==> config.mk <==
export PLATFORM = sky130hd
export DESIGN_NAME = avm_cmd_master
export DESIGN_NICKNAME = d
export VERILOG_FILES = /design/src/rtl/avm_cmd_master.sv
export SDC_FILE = /design/constraint.sdc
export NUM_CORES = 1
export LEC_CHECK = 0
export CORE_ASPECT_RATIO = 1.5
export CORE_MARGIN = 5
export CORE_UTILIZATION = 40
export CTS_CLUSTER_DIAMETER = 30
export DETAILED_ROUTE_END_ITERATION = 6
export PLACE_DENSITY = 0.76
export REMOVE_ABC_BUFFERS = 1
export SLEW_MARGIN = 20
export SYNTH_ARGS = -nofsm -noshare
export SYNTH_HDL_FRONTEND = slang
export SYNTH_SLANG_ARGS = --single-unit
==> constraint.sdc <==
create_clock -name csi_MCLK_clk -period 3.4 [get_ports csi_MCLK_clk]
set_input_delay 0.85 -clock csi_MCLK_clk [delete_from_list [all_inputs] [get_ports csi_MCLK_clk]]
set_output_delay 0.85 -clock csi_MCLK_clk [all_outputs]
set_load 0.01 [all_outputs]
==> src/rtl/avm_cmd_master.sv <==
// avm_cmd_master: single-outstanding command-to-Avalon-MM master bridge.
//
// Takes one read/write command on a valid/ready stream, runs it as one
// Avalon-MM transfer (honouring waitrequest and a fixed slave read latency),
// and returns a single response on a valid/ready stream.
//
// Parameters:
//   ADDR_W        Avalon word-address width
//   READ_LATENCY  fixed slave read latency, 0..3
//   TIMEOUT       waitrequest cycle limit, 1..65535 (only with AVM_TIMEOUT_EN)
//
// Optional feature macro: AVM_TIMEOUT_EN
//   defined   -> a stuck waitrequest aborts the transfer after TIMEOUT
//                cycles with aso_rsp_error = 1
//   undefined -> BUS waits forever, aso_rsp_error is tied to 0
//
// Ports:
//   csi_MCLK_clk, rsi_MRST_reset        clock, async active-high reset
//   asi_cmd_*                           command stream (valid/ready)
//   aso_rsp_*                           response stream (valid/ready)
//   avm_*                               Avalon-MM master (requests registered)
module avm_cmd_master #(
  parameter int ADDR_W       = 3,
  parameter int READ_LATENCY = 1,
  parameter int TIMEOUT      = 255
) (
  input  logic              csi_MCLK_clk,
  input  logic              rsi_MRST_reset,
  input  logic              asi_cmd_valid,
  output logic              asi_cmd_ready,
  input  logic              asi_cmd_write,
  input  logic [ADDR_W-1:0] asi_cmd_address,
  input  logic [31:0]       asi_cmd_writedata,
  input  logic [3:0]        asi_cmd_byteenable,
  output logic              aso_rsp_valid,
  input  logic              aso_rsp_ready,
  output logic [31:0]       aso_rsp_data,
  output logic              aso_rsp_error,
  output logic [ADDR_W-1:0] avm_address,
  output logic              avm_read,
  output logic              avm_write,
  output logic [31:0]       avm_writedata,
  output logic [3:0]        avm_byteenable,
  input  logic [31:0]       avm_readdata,
  input  logic              avm_waitrequest
);

  // Out-of-range parameters elaborate to an empty, named marker block so a
  // bad configuration is visible in the hierarchy.
  if (READ_LATENCY < 0 || READ_LATENCY > 3) begin : g_bad_read_latency
  end
  if (TIMEOUT < 1 || TIMEOUT > 65535) begin : g_bad_timeout
  end

  typedef enum logic [1:0] {IDLE, BUS, RDWAIT, RESP} state_t;

  localparam logic [1:0] LAT_LAST = 2'(READ_LATENCY > 0 ? READ_LATENCY - 1 : 0);

  state_t              state, state_d;
  logic [1:0]          lat_cnt, lat_cnt_d;
  logic [ADDR_W-1:0]   addr_d;
  logic [31:0]         wdata_d, rdata_d;
  logic [3:0]          be_d;
  logic                rd_d, wr_d, rsp_valid_d;

  // Ready is combinational so it drops the instant reset asserts.
  assign asi_cmd_ready = (state == IDLE) && !rsi_MRST_reset;

`ifdef AVM_TIMEOUT_EN
  localparam logic [15:0] TMO_LAST = 16'(TIMEOUT - 1);
  logic [15:0] tmo_cnt, tmo_cnt_d;
  logic        rsp_err, rsp_err_d;
  assign aso_rsp_error = rsp_err;
`else
  assign aso_rsp_error = 1'b0;
`endif

  always_ff @(posedge csi_MCLK_clk or posedge rsi_MRST_reset) begin
    if (rsi_MRST_reset) begin
      state          <= IDLE;
      lat_cnt        <= '0;
      avm_address    <= '0;
      avm_read       <= 1'b0;
      avm_write      <= 1'b0;
      avm_writedata  <= '0;
      avm_byteenable <= '0;
      aso_rsp_valid  <= 1'b0;
      aso_rsp_data   <= '0;
`ifdef AVM_TIMEOUT_EN
      tmo_cnt        <= '0;
      rsp_err        <= 1'b0;
`endif
    end else begin
      state          <= state_d;
      lat_cnt        <= lat_cnt_d;
      avm_address    <= addr_d;
      avm_read       <= rd_d;
      avm_write      <= wr_d;
      avm_writedata  <= wdata_d;
      avm_byteenable <= be_d;
      aso_rsp_valid  <= rsp_valid_d;
      aso_rsp_data   <= rdata_d;
`ifdef AVM_TIMEOUT_EN
      tmo_cnt        <= tmo_cnt_d;
      rsp_err        <= rsp_err_d;
`endif
    end
  end

  always_comb begin
    state_d     = state;
    lat_cnt_d   = lat_cnt;
    addr_d      = avm_address;
    rd_d        = avm_read;
    wr_d        = avm_write;
    wdata_d     = avm_writedata;
    be_d        = avm_byteenable;
    rsp_valid_d = aso_rsp_valid;
    rdata_d     = aso_rsp_data;
`ifdef AVM_TIMEOUT_EN
    tmo_cnt_d   = tmo_cnt;
    rsp_err_d   = rsp_err;
`endif

    case (state)
      IDLE: begin
        if (asi_cmd_valid && asi_cmd_ready) begin
          addr_d  = asi_cmd_address;
          wdata_d = asi_cmd_writedata;
          be_d    = asi_cmd_write ? asi_cmd_byteenable : 4'hF;
          rd_d    = !asi_cmd_write;
          wr_d    = asi_cmd_write;
          state_d = BUS;
`ifdef AVM_TIMEOUT_EN
          tmo_cnt_d = '0;
`endif
        end
      end

      BUS: begin
        if (!avm_waitrequest) begin
          // Slave accepted this cycle; request strobes drop next cycle.
          rd_d = 1'b0;
          wr_d = 1'b0;
`ifdef AVM_TIMEOUT_EN
          rsp_err_d = 1'b0;
`endif
          if (avm_write) begin
            rdata_d     = '0;
            rsp_valid_d = 1'b1;
            state_d     = RESP;
          end else if (READ_LATENCY == 0) begin
            rdata_d     = avm_readdata;
            rsp_valid_d = 1'b1;
            state_d     = RESP;
          end else begin
            lat_cnt_d = '0;
            state_d   = RDWAIT;
          end
        end
`ifdef AVM_TIMEOUT_EN
        else if (tmo_cnt == TMO_LAST) begin
          // TIMEOUT consecutive wait cycles seen: abandon the bus transfer.
          rd_d        = 1'b0;
          wr_d        = 1'b0;
          rdata_d     = '0;
          rsp_err_d   = 1'b1;
          rsp_valid_d = 1'b1;
          state_d     = RESP;
        end else begin
          tmo_cnt_d = tmo_cnt + 16'd1;
        end
`endif
      end

      RDWAIT: begin
        // lat_cnt counts cycles after accept; data is valid in the last one.
        if (lat_cnt == LAT_LAST) begin
          rdata_d     = avm_readdata;
          rsp_valid_d = 1'b1;
          state_d     = RESP;
        end else begin
          lat_cnt_d = lat_cnt + 2'd1;
        end
      end

      RESP: begin
        if (aso_rsp_ready) begin
          rsp_valid_d = 1'b0;
          state_d     = IDLE;
        end
      end

      default: state_d = IDLE;
    endcase
  end

endmodule

==> reports/results.tsv, run 1 <==
stage	metric	value	unit
clocking	cts_buffers	9	
clocking	ctsHtreeMaxLevel	3	
timing	skew	4.25	ps
timing	drv_slew	0	
layout	finalNetCount	453	
worst_setup_path	r2r_start	state[1]	
timing	setup_violations	0	
layout	final_common_cell	clkdlybuf4s50_1	
synth	yosysSeqAreaShare	62.8	%
place	hpwl	5650	um
layout	layout-drive-gt1-share	16.0	%
timing	fin_crit_sh	82.4	%
grt	grt-ovfl-total	0	
synth	syn_area	3110	um^2
worst_setup_path	worstSetupPathType	reg2out	
grt	grt_max_degree	46	
die	core	7610	um^2
routing	wirelength	7500	um
routing	ant_nets	0	
run	cap_viol_max_count	0	
timing	hold_ws	474	ps
routing	viasPerCell	4.81	
clocking	path_clk_slew	60	ps
status	run_status	finished clean	
layout	stdcell_area	5110	um^2
worst_setup_path	cpPeakStageDelay	540	ps
timing	tns	0	ps
routing	drt_iter0_drc	72	
synth	syn_avg_cell_area	14.3	um^2
worst_setup_path	endpoint	asi_cmd_ready	
worst_setup_path	path_max_fanout	8	
worst_setup_path	reg2reg_to	state[1]	
die	die_x	82	um
grt	grt_pass1_vias	2501	
place	placed_cell_area	4740	um^2
power_and_ir_drop	p_leak	0.00223	uW
place	io_buffers	151	
worst_setup_path	startpoint	state[1]	
worst_setup_path	critPathRequiredTime	2550	ps
clocking	postCtsSetupBuffers	0	
grt	grt_pass1_wl	12000	um
die	io_pins	153	
timing	tightest_slew	613	ps
routing	drt-pass1-iter-count	4	
worst_setup_path	crit_slowest_cell	clkdlybuf4s50_1	
routing	wl_per_cell	15.7	um
clocking	clock_latency	320	ps
min_path	hp-start	avm_byteenable[3]	
routing	vias	2292	
layout	syn2layout_area_growth	64.3	%
worst_setup_path	worstSetupEndpointType	output pin	
worst_setup_path	cp.buffers_inverters	3	
timing	min_period	2800	ps
layout	antenna_cells	0	
clocking	hold_buffers	0	
timing	hold_viol	0	
worst_setup_path	crit_cells	5	
routing	drc_errors	0	
die	start_util	40.9	%
worst_setup_path	r2r_cells	5	
clocking	cts-root-buf	clkbuf_16	
worst_setup_path	path_common_cell	inv_1	
worst_setup_path	cp.arrival	1950	ps
grt	antenna_found_initial	0	
die	fp.dieH	118	um
power_and_ir_drop	p_per_area	948	nW/um^2
synth	yosysUniqueCellTypes	30	
worst_setup_path	crit_family	buffers and inverters	
worst_setup_path	cp-start-kind	flop	
grt	grt_util_all_layers	16.1	%
clocking	clk_path_buf_depth	2	
timing	fin_ws	597	ps
place	pre_cts_ws	544	ps
timing	fmax	0.357	GHz
clocking	clock_sink_count	78	
synth	synth_warnings	0	
clocking	cts.repair.resized	0	
layout	final_cell_mix	clkdlybuf4s50_1 (151), dfrtp_1 (78), mux2_2 (36), a22o_1 (32), clkbuf_16 (9)	
power_and_ir_drop	power	4840	uW
clocking	cts_tree	built	
timing	max_slew_margin	59.1	%
min_path	hold_path.class	reg2reg	
die	die_area	9680	um^2
worst_setup_path	r2r_slack	1430	ps
synth	synthesis.instances	218	
timing	rsz0062_at_grt	false	
power_and_ir_drop	max-vdd-ir-drop	0.000566	V
worst_setup_path	crit_chain	inv_1 -> ha_1 -> inv_1 -> nor2_1 -> clkdlybuf4s50_1	
synth	ys_ff_latch	78	
die	fp-row-count	39	
place	gp_congestion	0.755	
-- cells by family (layout without fill, tap and decap cells) --
group	after synthesis	after routing	share of synthesized area (%)
other	1	1	0.121
buffers and inverters	21	178	3.06
adders and majority gates	6	6	2.41
muxes	40	40	14.4
and+or+nand+nor	22	22	3.82
AOI/OAI and AO/OA	50	50	13.5
DFF	78	78	62.8
-- per-layer routing --
layer | vias up | part of all wire [%] | global-route usage, %
met5 | - | 0 | 0
met4 | 0 | 2.3 | 7.69
met3 | 12 | 8.8 | 4.59
met2 | 108 | 51 | 26.4
met1 | 1090 | 38 | 19.0
li1 | 1082 | - | -
-- how the worst min path moves through the flow --
stage	cells past startpoint	slack [ps]	to
2_1_floorplan	3	490	lat_cnt[0]
4_1_cts	2	480	avm_byteenable[3]
5_1_grt	1	510	avm_writedata[12]
6_report	2	470	avm_byteenable[3]
3_3_place_gp	2	460	avm_byteenable[0]
3_5_place_dp	2	470	avm_byteenable[3]
-- report_power, final --
| part | internal, uW | switching [uW] | total (uW) |
|---|---|---|---|
| logic | 1250 | 858 | 2110 |
| clock network | 810 | 356 | 1170 |
| registers | 1350 | 218 | 1570 |
| total | 3410 | 1430 | 4840 |
-- through the flow --
step / cells / utilization [%]
floorplan: 205 / -
detailed placement: 461 / 62.2
global route: 477 / 67.1
global placement: 461 / 62.2
finish: 477 / 67.1
CTS: 477 / 67.1
-- state kept, by name (all words and copies together) (netlist names) --
signal / cells
avm_write: 1
aso_rsp_valid: 1
lat_cnt: 2
avm_read: 1
state: 2
aso_rsp_data: 32
avm_byteenable: 4
avm_address: 3
avm_writedata: 32
-- tightest hold or removal path, stage by stage (launching register included) --
cell and delay [ps]:
dfrtp_1 330, nand2_1 50, o21ai_0 60
-- cells in the mapped netlist, drive strengths merged --
| cell type | count | share of area [%] |
|---|---|---|
| clkbuf | 5 | 0.60 |
| mux2i | 3 | 0.97 |
| buf | 8 | 1.5 |
| nor3 | 1 | 0.16 |
| o211ai | 1 | 0.24 |
| a22oi | 1 | 0.24 |
| nand2 | 7 | 0.84 |
| a2bb2oi | 1 | 0.28 |
| o21ai | 6 | 0.97 |
| a22o | 33 | 9.3 |
| and2 | 1 | 0.20 |
| mux2 | 37 | 13 |
| o22ai | 1 | 0.20 |
| nand2b | 3 | 0.60 |
| a211oi | 2 | 0.48 |
| nor2 | 2 | 0.24 |
| ha | 6 | 2.4 |
| a211o | 1 | 0.28 |
| dfrtp | 78 | 63 |
| inv | 8 | 0.97 |
| nor2b | 7 | 1.4 |
| a2111oi | 2 | 1.2 |
| a21oi | 2 | 0.32 |
| nand3b | 1 | 0.36 |
| conb | 1 | 0.12 |
-- final cells by class --
| type | count | area (um^2) |
|---|---|---|
| fillers | 583 | 2500 |
| well taps | 102 | 128 |
| inverters | 8 | 31.3 |
| flip-flops and latches | 78 | 1950 |
| multi-input cells | 119 | 1070 |
| clock buffers | 10 | 239 |
| clock inverters | 6 | 133 |
| repair buffers | 154 | 1560 |
Power figures use the tool's default switching activity.
==> run 2, diff against run 1 <==
==> constraint.sdc (replaced) <==
create_clock -name csi_MCLK_clk -period 2.6 [get_ports csi_MCLK_clk]
set_input_delay 0.65 -clock csi_MCLK_clk [delete_from_list [all_inputs] [get_ports csi_MCLK_clk]]
set_output_delay 0.65 -clock csi_MCLK_clk [all_outputs]
set_load 0.01 [all_outputs]
==> reports/results.tsv, run 2 (synthesized netlist as in run 1, its figures left out) <==
stage	metric	value	unit
status	run_status	finished clean	
clocking	hold_buffers	0	
die	fp.dieH	118	um
routing	ant_nets	0	
routing	wl_per_cell	15.9	um
timing	drv_slew	0	
worst_setup_path	endpoint	asi_cmd_ready	
layout	layout-drive-gt1-share	15.9	%
power_and_ir_drop	max-vdd-ir-drop	0.000545	V
worst_setup_path	startpoint	rsi_MRST_reset	
routing	drt_iter0_drc	72	
worst_setup_path	cp.arrival	1750	ps
worst_setup_path	r2r_cells	6	
place	placed_cell_area	4760	um^2
die	die_area	9680	um^2
worst_setup_path	reg2reg_to	state[1]	
clocking	clock_sink_count	78	
die	io_pins	153	
layout	final_cell_mix	clkdlybuf4s50_1 (151), dfrtp_1 (78), mux2_2 (36), a22o_1 (33), clkbuf_16 (9)	
routing	vias	2311	
timing	hold_viol	0	
clocking	cts_buffers	9	
worst_setup_path	path_common_cell	clkdlybuf4s50_1	
timing	fmax	0.417	GHz
die	die_x	82	um
worst_setup_path	cpPeakStageDelay	540	ps
clocking	cts_tree	built	
worst_setup_path	critPathRequiredTime	1950	ps
worst_setup_path	crit_family	buffers and inverters	
clocking	ctsHtreeMaxLevel	3	
timing	tns	0	ps
timing	skew	8.66	ps
die	core	7610	um^2
worst_setup_path	r2r_slack	740	ps
timing	rsz0062_at_grt	false	
worst_setup_path	r2r_start	state[1]	
layout	fillers	591	
worst_setup_path	path_max_fanout	3	
layout	finalNetCount	456	
clocking	cts.repair.resized	0	
timing	fin_crit_sh	92.2	%
routing	drt-pass1-iter-count	4	
die	fp-row-count	39	
timing	fin_ws	202	ps
min_path	holdPathStages	2	
die	start_util	40.9	%
worst_setup_path	crit_slowest_cell	clkdlybuf4s50_1	
power_and_ir_drop	p_per_area	1190	nW/um^2
place	hpwl	5680	um
worst_setup_path	worstSetupPathType	in2out	
clocking	clock_latency	330	ps
layout	stdcell_area	5040	um^2
clocking	postCtsSetupBuffers	0	
worst_setup_path	cp.buffers_inverters	2	
run	cap_viol_max_count	0	
timing	setup_violations	0	
layout	reg_top3	aso_rsp_data x32, avm_writedata x32, avm_byteenable x4	
grt	grt_util_all_layers	16.3	%
routing	viasPerCell	4.81	
worst_setup_path	crit_cells	3	
clocking	cts-root-buf	clkbuf_16	
place	io_buffers	151	
place	pre_cts_ws	189	ps
place	gp_congestion	0.738	
routing	drc_errors	0	
routing	wirelength	7640	um
clocking	path_clk_slew	50	ps
grt	grt-ovfl-total	0	
grt	antenna_found_initial	0	
worst_setup_path	crit_chain	clkdlybuf4s50_1 -> nor2_1 -> clkdlybuf4s50_1	
grt	grt_max_degree	46	
grt	grt_pass1_wl	12000	um
min_path	hold_path.class	reg2reg	
layout	final_common_cell	clkdlybuf4s50_1	
worst_setup_path	worstSetupEndpointType	output pin	
power_and_ir_drop	p_leak	0.00220	uW
grt	grt_pass1_vias	2489	
power_and_ir_drop	power	6000	uW
worst_setup_path	cp-start-kind	input pin	
layout	syn2layout_area_growth	62.0	%
timing	min_period	2400	ps
layout	antenna_cells	0	
clocking	clk_path_buf_depth	2	
-- run 2: cell types whose count changed in the layout (fill, tap and decap cells not counted) --
| cell | before | now |
|---|---|---|
| bufinv_16 | 4 | 0 |
| buf_4 | 1 | 4 |
| clkbuf_1 | 0 | 2 |
| a22o_1 | 32 | 33 |
| a22o_2 | 1 | 0 |
| clkbuf_8 | 1 | 2 |
| clkinv_2 | 2 | 3 |
| clkinv_4 | 0 | 1 |
| clkinvlp_4 | 1 | 0 |
-- run 2: metal layers --
| layer | GRT usage (%) | up-vias | wire (um) |
|---|---|---|---|
| met3 | 5.44 | 8 | 686 |
| met1 | 18.9 | 1103 | 2940 |
| met2 | 27.3 | 104 | 3900 |
| met4 | 5.93 | 0 | 112 |
| li1 | - | 1096 | - |
| met5 | 0 | - | 0 |
-- run 2: final cells by class --
| cell class | instances | area, um^2 | area share [%] |
|---|---|---|---|
| clock buffer | 13 | 260 | 5.17 |
| clock inverter | 3 | 18.8 | 0.372 |
| multi-input combinational | 119 | 1070 | 21.2 |
| timing repair buffer | 157 | 1580 | 31.4 |
| tap | 102 | 128 | 2.53 |
| inverter | 8 | 31.3 | 0.621 |
| sequential | 78 | 1950 | 38.7 |
-- run 2: how the worst min path moves through the flow --
stage	to	startpoint	slack [ps]
floorplan	lat_cnt[0]	lat_cnt[0]	490
global placement	avm_byteenable[0]	avm_byteenable[0]	460
detailed placement	avm_byteenable[2]	avm_byteenable[2]	470
CTS	avm_byteenable[2]	avm_byteenable[2]	480
global route	avm_byteenable[2]	avm_byteenable[2]	510
finish	avm_byteenable[0]	avm_byteenable[0]	480
-- run 2: stage by stage --
stage	utilization, %	hold WS [ps]	cells
after CTS	66.2	483	480
after global placement	62.5	461	464
final	66.2	478	480
after floorplan	-	495	205
after detailed placement	62.5	470	464
after global routing	66.2	513	480
-- run 2: worst register-to-register path: stages (launching register included) --
cell,delay [ps]
dfrtp_1,410
inv_1,110
ha_1,170
buf_4,160
nand3b_2,150
a2111oi_4,400
mux2_1,350
-- run 2: where the power goes --
group          leakage (uW)  switching (uW)  internal [uW]
combinational       0.00109            1140           1660
sequential         0.000971             283           1770
clock              0.000140             451            697
==> run 3, diff against run 2 <==
--- a/config.mk
+++ b/config.mk
@@ -6,7 +6,6 @@
 export NUM_CORES = 1
 export LEC_CHECK = 0
 export CORE_ASPECT_RATIO = 1.5
-export CORE_MARGIN = 5
 export CORE_UTILIZATION = 40
 export CTS_CLUSTER_DIAMETER = 30
 export DETAILED_ROUTE_END_ITERATION = 6
==> constraint.sdc (replaced) <==
create_clock -name csi_MCLK_clk -period 2.6 [get_ports csi_MCLK_clk]
set_input_delay 0.52 -clock csi_MCLK_clk [delete_from_list [all_inputs] [get_ports csi_MCLK_clk]]
set_output_delay 0.52 -clock csi_MCLK_clk [all_outputs]
set_load 0.01 [all_outputs]
==> reports/results.tsv, run 3 (synthesized netlist as in run 1, its figures left out) <==
stage	metric	value	unit
power_and_ir_drop	p_per_area	1210	nW/um^2
timing	skew	3.94	ps
worst_setup_path	cp-start-kind	flop	
routing	viasPerCell	4.81	
routing	wirelength	6830	um
grt	antenna_found_initial	0	
clocking	cts_tree	built	
layout	seqCellArea	1950	um^2
die	die_x	74	um
power_and_ir_drop	power	6170	uW
routing	vias	2303	
clocking	path_clk_slew	50	ps
die	fp.dieH	110	um
min_path	min_to	avm_byteenable[2]	
place	dp.cells	463	
grt	grt_pass1_wl	10400	um
layout	syn2layout_area_growth	63.6	%
layout	fillers	584	
place	hpwl	5030	um
worst_setup_path	cpPeakStageDelay	540	ps
routing	drt-pass1-iter-count	6	
layout	multi_input_area	1070	um^2
worst_setup_path	reg2reg_to	state[1]	
timing	drv_slew	0	
min_path	hold_path.class	reg2reg	
run	cap_viol_max_count	0	
worst_setup_path	cp.arrival	1850	ps
layout	layout-drive-gt1-share	16.2	%
worst_setup_path	worstSetupPathType	reg2out	
die	io_pins	153	
clocking	hold_buffers	0	
layout	layout.cells.non_filler	479	
layout	finalNetCount	455	
place	pre_cts_ws	424	ps
routing	drt_iter0_drc	74	
timing	fin_crit_sh	91.3	%
grt	grt_max_degree	46	
die	start_util	41.1	%
layout	final_common_cell	clkdlybuf4s50_1	
timing	tns	0	ps
worst_setup_path	path_common_cell	inv_1	
worst_setup_path	critPathRequiredTime	2080	ps
power_and_ir_drop	max-vdd-ir-drop	0.000697	V
routing	ant_nets	0	
die	core	7560	um^2
layout	reg_top3	aso_rsp_data x32, avm_writedata x32, avm_byteenable x4	
routing	wl_per_cell	14.3	um
die	fp-row-count	39	
clocking	clock_sink_count	78	
worst_setup_path	cp.buffers_inverters	3	
place	io_buffers	151	
timing	fin_ws	226	ps
worst_setup_path	crit_slowest_cell	clkdlybuf4s50_1	
worst_setup_path	r2r_cells	5	
power_and_ir_drop	p_leak	0.00222	uW
worst_setup_path	crit_chain	inv_1 -> ha_2 -> inv_1 -> nor2_1 -> clkdlybuf4s50_1	
worst_setup_path	crit_family	buffers and inverters	
layout	antenna_cells	0	
place	gp_congestion	0.779	
worst_setup_path	worstSetupEndpointType	output pin	
grt	grt_pass1_vias	2260	
status	run_status	finished clean	
die	die_area	8140	um^2
layout	final_cell_mix	clkdlybuf4s50_1 (151), dfrtp_1 (78), mux2_2 (36), a22o_1 (33), clkbuf_16 (9)	
clocking	clock_latency	330	ps
routing	drc_errors	0	
grt	grt_util_all_layers	17.4	%
grt	grt-ovfl-total	0	
timing	fmax	0.421	GHz
worst_setup_path	path_max_fanout	8	
worst_setup_path	r2r_slack	760	ps
clocking	cts-root-buf	clkbuf_16	
clocking	clk_path_buf_depth	2	
timing	setup_violations	0	
clocking	cts_buffers	9	
timing	rsz0062_at_grt	false	
timing	min_period	2370	ps
worst_setup_path	r2r_start	state[0]	
timing	hold_ws	482	ps
clocking	ctsHtreeMaxLevel	3	
min_path	holdPathStages	2	
timing	hold_viol	0	
min_path	hp-start	avm_byteenable[2]	
run 3: cell types whose count changed in the layout (fill, tap and decap cells not counted):
| cell | before | now |
|---|---|---|
| bufinv_16 | 0 | 2 |
| buf_4 | 4 | 3 |
| clkbuf_1 | 2 | 1 |
| clkbuf_8 | 2 | 3 |
| clkinv_2 | 3 | 2 |
| clkinv_4 | 1 | 0 |
| ha_1 | 6 | 5 |
| ha_2 | 0 | 1 |
run 3: per-stage QoR:
step           area, um^2  utilization [%]
5_1_grt              5090             67.3
4_1_cts              5090             67.3
3_3_place_gp         4750             62.8
6_report             5090             67.3
2_1_floorplan        3050                -
3_5_place_dp         4750             62.8
run 3: worst min-delay path, delay by kind of cell, from the launching register on:
| kind | cells | cell delay, ps |
|---|---|---|
| flops | 1 | 340 |
| simple gates | 1 | 50 |
| compound gates | 1 | 60 |
run 3: per-layer routing:
| metal | up-vias | wire length [um] | global-route usage, % |
|---|---|---|---|
| li1 | 1089 | - | - |
| met1 | 1090 | 2560 | 19.4 |
| met2 | 109 | 3500 | 28.6 |
| met3 | 15 | 573 | 4.91 |
| met4 | 0 | 199 | 11.7 |
| met5 | - | 0 | 0 |
run 3: worst max path at each step:
stage                         from         endpoint  slack (ps)  cells past startpoint
floorplan           rsi_MRST_reset  aso_rsp_data[0]          80                      1
global placement    rsi_MRST_reset    asi_cmd_ready         430                      3
detailed placement  rsi_MRST_reset         state[1]         420                      4
CTS                       state[0]    asi_cmd_ready         120                      5
global route              state[1]    asi_cmd_ready         100                      5
finish                    state[0]    asi_cmd_ready         230                      5
run 3: repair_timing:
action / CTS / global route
gates resized for setup: 0 / 1
setup endpoints to repair: 0 / 1
setup buffers: 0 / 0
run 3: layout make-up:
class / instances / area share [%]
tap: 102 / 2.51
timing repair buffer: 156 / 30.9
sequential: 78 / 38.3
inverter: 8 / 0.615
clock buffer: 13 / 5.31
clock inverter: 3 / 1.28
multi-input combinational: 119 / 21.0
run 3: power breakdown:
group	total, uW	switching (uW)	internal [uW]
Clock	1370	449	917
Sequential	2050	283	1770
Combinational	2750	1100	1650
Total	6170	1830	4340
